File: config.mk
export PLATFORM = sky130hd
export DESIGN_NAME = hall_sensor_emulator
export DESIGN_NICKNAME = d
export VERILOG_FILES = /design/src/rtl/hall_sensor_emulator.sv
export SDC_FILE = /design/constraint.sdc
export NUM_CORES = 1
export LEC_CHECK = 0
export CAP_MARGIN = 15
export CORE_MARGIN = 4
export CORE_UTILIZATION = 43
export DETAILED_ROUTE_END_ITERATION = 7
export GPL_TIMING_DRIVEN = 0
export PLACE_DENSITY = 0.76
export SYNTH_ARGS = -nofsm -noshare
export SYNTH_HDL_FRONTEND = slang
export SYNTH_SLANG_ARGS = --single-unit
File: constraint.sdc
create_clock -name clock -period 5.8 [get_ports clock]
set_input_delay 0.58 -clock clock [delete_from_list [all_inputs] [get_ports clock]]
set_output_delay 0.58 -clock clock [all_outputs]
set_load 0.1 [all_outputs]
File: src/rtl/hall_sensor_emulator.sv
// Hall sensor pattern generator emulating a spinning BLDC motor for loopback
// self-test: timed or single-step sector advance, fault injection, rev counter.
module hall_sensor_emulator #(
    parameter int PERIOD_WIDTH = 16,
    parameter int REV_WIDTH    = 16
) (
    input  logic                    clock,
    input  logic                    reset,
    input  logic                    enable,
    input  logic                    dir,
    input  logic [PERIOD_WIDTH-1:0] period,
    input  logic                    single_step,
    input  logic [1:0]              fault_mode,
    output logic [2:0]              hall,
    output logic [2:0]              sector,
    output logic                    step,
    output logic [REV_WIDTH-1:0]    rev_count
);

    localparam logic [1:0] FM_NORMAL = 2'b00;
    localparam logic [1:0] FM_ZERO   = 2'b01;
    localparam logic [1:0] FM_ONES   = 2'b10;
    localparam logic [1:0] FM_FREEZE = 2'b11;

    // Forward order; exactly one bit flips between neighbouring sectors.
    function automatic logic [2:0] hall_map(input logic [2:0] s);
        case (s)
            3'd0:    hall_map = 3'b101;
            3'd1:    hall_map = 3'b100;
            3'd2:    hall_map = 3'b110;
            3'd3:    hall_map = 3'b010;
            3'd4:    hall_map = 3'b011;
            3'd5:    hall_map = 3'b001;
            default: hall_map = 3'b101;
        endcase
    endfunction

    logic [PERIOD_WIDTH-1:0] timer, timer_nxt, period_m1;
    logic [2:0]              sector_nxt, hall_nxt;
    logic [REV_WIDTH-1:0]    rev_nxt;
    logic                    freeze, run, advance;

    assign freeze    = (fault_mode == FM_FREEZE);
    assign run       = enable && (period != '0) && !freeze;
    assign period_m1 = period - PERIOD_WIDTH'(1);

    always_comb begin
        timer_nxt  = '0;
        advance    = 1'b0;
        sector_nxt = sector;
        rev_nxt    = rev_count;
        hall_nxt   = hall;

        // >= so that shrinking the period below the running count fires at once
        if (run) begin
            if (timer >= period_m1) advance = 1'b1;
            else                    timer_nxt = timer + PERIOD_WIDTH'(1);
        end
        if (!enable && single_step && !freeze) advance = 1'b1;

        if (advance) begin
            if (!dir) begin
                if (sector == 3'd5) begin
                    sector_nxt = 3'd0;
                    rev_nxt    = rev_count + REV_WIDTH'(1);
                end else begin
                    sector_nxt = sector + 3'd1;
                end
            end else begin
                if (sector == 3'd0) begin
                    sector_nxt = 3'd5;
                    rev_nxt    = rev_count - REV_WIDTH'(1);
                end else begin
                    sector_nxt = sector - 3'd1;
                end
            end
        end

        case (fault_mode)
            FM_NORMAL: hall_nxt = hall_map(sector_nxt);
            FM_ZERO:   hall_nxt = 3'b000;
            FM_ONES:   hall_nxt = 3'b111;
            default:   hall_nxt = hall;
        endcase
    end

    always_ff @(posedge clock or posedge reset) begin
        if (reset) begin
            timer     <= '0;
            sector    <= 3'd0;
            hall      <= 3'b101;
            step      <= 1'b0;
            rev_count <= '0;
        end else begin
            timer     <= timer_nxt;
            sector    <= sector_nxt;
            hall      <= hall_nxt;
            step      <= advance;
            rev_count <= rev_nxt;
        end
    end

endmodule

==> results of run 1 <==
## critical path, cell delays in order
cell,delay (ps)
clkdlybuf4s50_1,500
or4_4,600
nor3_4,180
or2b_1,270
nor4_1,230
xnor2_1,130
ha_1,290
and4_1,250
nand2_1,80
a2bb2oi_1,130
o211ai_1,130
a22oi_2,120
buf_6,170
a21oi_1,670
clkbuf_1,470
mux2_2,390
## final cells by class
cell class,count,area (um2),share of cell area
tap,96,120,0.0323
multi-input combinational,267,1960,0.526
inverter,17,63.8,0.0172
clock inverter,2,35.0,0.00943
timing repair buffer,45,450,0.121
clock buffer,6,82.6,0.0222
buffer,6,30.0,0.00808
sequential,39,978,0.263
## path summary, 6_finish.rpt
path                                  to  slack, ps  cells after the start
min in group asynchronous   rev_count[5]        770                      2
hold reg to reg            rev_count[15]        480                      1
max in group asynchronous       timer[5]       4530                      2
hold / removal             rev_count[15]        480                      1
setup / recovery            rev_count[3]        770                     16
setup reg to reg            rev_count[3]       2460                     10
## cell families after synthesis
| family | count (synthesis) | synth area share |
|---|---|---|
| adders and majority gates | 37 | 0.155 |
| buffers and inverters | 23 | 0.0310 |
| AOI/OAI and AO/OA | 55 | 0.121 |
| muxes | 17 | 0.0624 |
| xor gates and xnor gates | 42 | 0.121 |
| and+or+nand+nor | 116 | 0.186 |
| DFF | 39 | 0.323 |
## synthesized netlist by cell type, drive strengths merged, types with 2 or more instances
library cell | number | area [um2]
clkbuf | 5 | 18.8
xor2 | 14 | 123
and4 | 2 | 17.5
nand3 | 9 | 45.0
a21o | 3 | 22.5
xnor2 | 28 | 245
a211oi | 5 | 37.5
and3 | 5 | 31.3
a21oi | 14 | 70.1
a22oi | 2 | 20.0
o21a | 3 | 22.5
o211ai | 2 | 15.0
nor4 | 4 | 25.0
nor3 | 9 | 56.3
dfstp | 2 | 52.6
ha | 36 | 450
o21ai | 12 | 60.1
nand4 | 5 | 31.3
nor2b | 4 | 25.0
nand2 | 26 | 97.6
inv | 17 | 63.8
dfrtp | 37 | 926
mux2i | 2 | 20.0
a221o | 2 | 20.0
nor2 | 41 | 154
nand2b | 4 | 25.0
or4 | 2 | 18.8
a31oi | 3 | 18.8
mux2 | 15 | 169
o31ai | 3 | 22.5
## per-stage QoR
step	hold slack, ps	instance area (um2)
6_report	480	3720
5_1_grt	513	3720
4_1_cts	478	3720
3_5_place_dp	467	3600
3_3_place_gp	460	3600
2_1_floorplan	467	3030
## flip-flops by register name, summed over array words and instances, names as in the netlist
name       count
step           1
rev_count     16
timer         16
hall           3
sector         3
## power groups by stage
stage | Clock [W] | Sequential (W) | Combinational [W]
5_1_grt | 0.000258 | 0.000409 | 0.00119
4_1_cts | 0.000244 | 0.000400 | 0.00111
2_1_floorplan | 0 | 0.000860 | 0.000411
3_5_place_dp | 0 | 0.000404 | 0.00111
3_3_place_gp | 0 | 0.000401 | 0.00109
6_report | 0.000237 | 0.000398 | 0.00111
## routing by layer
layer	up-vias	share of wire
li1	1276	-
met1	1178	0.46
met2	65	0.49
met3	4	0.047
met4	0	0.0052
met5	-	0
==> impl_metrics.toml, run 1 <==
[outcome]
status = "finished clean"

[clock_network]
root_buffer = "clkbuf_8"
insertion_delay_ps = 290
htreeDepth = 2
cts_sinks = 39
cts-resized-gates = 0
cts_buffer_depth = 2
cts_setup_buffers = 0
hold_buffers = 0
cts_made_buffers = 5
cts_tree = "done"
clk_pin_slew_ps = 80

[floorplanning]
die_x_um = 91.9
rows = 30
initial_core_util = 0.443
io_pins = 46
core_area_um2 = 6830
fp.dieH_um = 91.9
die_area_um2 = 8450

[pwr]
p_sw_w = 0.000914
clockPowerShare = 0.136
power.total_w = 0.00174
irDropWorstVdd_v = 0.000152
seq_power_share = 0.228
leakage_nw = 1.65
p_int_w = 0.000831
netSwitchingFraction = 0.524
p_comb_frac = 0.636
power.density_nw_per_um2 = 469

[routing]
drc = 0
routed_wl_um = 6180
first_pass_iters = 5
ant_nets = 0
drtIter0Drc = 109
vias = 2523
via_per_inst = 5.28
wl_per_cell_um = 12.9

[sta]
worst_slack_ps = 768
maxSlewHeadroom = 0.348
worstMarginPinSlew_ps = 975
rsz0062_at_grt = "false"
max_freq_ghz = 0.199
fin_crit_sh = 0.868
finalSetupTns_ps = 0
finalSetupViolCount = 0
hold_viol = 0
period_minus_slack_ps = 5030
slew_violations = 0
clock_skew_ps = 8.30

[worst_setup_path]
worst_setup_path_start_kind = "input port"
cp-end-kind = "flip-flop"
arrival_ps = 5210
reg2reg_from = "timer[7]"
path_class = "input port to flip-flop"
cp_data_required_time_ps = 5970
cp_max_fo = 10
crit_start = "period[5]"

[placement]
numPortBuffers = 45
dp_slack_ps = 429
gp_congestion = 0.921
place_inst = 470
place.detailed.hpwl_um = 4830

[global_route]
grt_pass1_vias = 2597
grtUsageMet3 = 0.0271
overflow = 0
grt_pass1_wl_um = 11200
gr-usage-all-layers = 0.157
grtUsageMet1 = 0.194
antenna_found_initial = 0
top_usage_layer = "met2"
grt_max_degree = 40
grt.met2_usage = 0.283

[hold_path]
hp-class = "flip-flop to flip-flop"
hp-start = "rev_count[15]"

[yosys]
syn_area_per_cell_um2 = 9.20
synth_cell_type_count = 46
synthCells = 329
yosysSeqAreaShare = 0.323
async_reset_ff_frac = 1.00
ys_ff_latch = 39
yosysWarnings = 0
synth.net_count = 389
synth_edf_count = 0
synth_area_um2 = 3030
synthFlopType = "dfrtp_1"

[finish]
utilization = 0.544
fin_cells = 478
fillCellCount = 631
area_growth_pct = 22.7
nets = 441
layout_commonest_cell = "clkdlybuf4s50_1"
layout_common_cells = "45 x clkdlybuf4s50_1, 41 x nor2_1, 37 x dfrtp_1, 36 x ha_1, 28 x xnor2_1"
diodes = 0
drive_gt1_frac = 0.0812

[run]
cap_violations = 0
Note: power is estimated with default switching activity, not from simulation.
==> run 2, diff against run 1 <==
--- a/config.mk
+++ b/config.mk
@@ -5,7 +5,6 @@
 export SDC_FILE = /design/constraint.sdc
 export NUM_CORES = 1
 export LEC_CHECK = 0
-export CAP_MARGIN = 15
 export CORE_MARGIN = 4
 export CORE_UTILIZATION = 43
 export DETAILED_ROUTE_END_ITERATION = 7
==> results of run 2 <==
Final layout, timing and power as in run 1 (identical DEF).
==> run 3, diff against run 2 <==
--- a/config.mk
+++ b/config.mk
@@ -8,6 +8,7 @@
 export CORE_MARGIN = 4
 export CORE_UTILIZATION = 43
 export DETAILED_ROUTE_END_ITERATION = 7
+export GPL_ROUTABILITY_DRIVEN = 0
 export GPL_TIMING_DRIVEN = 0
 export PLACE_DENSITY = 0.76
 export SYNTH_ARGS = -nofsm -noshare
==> results of run 3 <==
Final layout, timing and power as in run 1 (identical DEF).
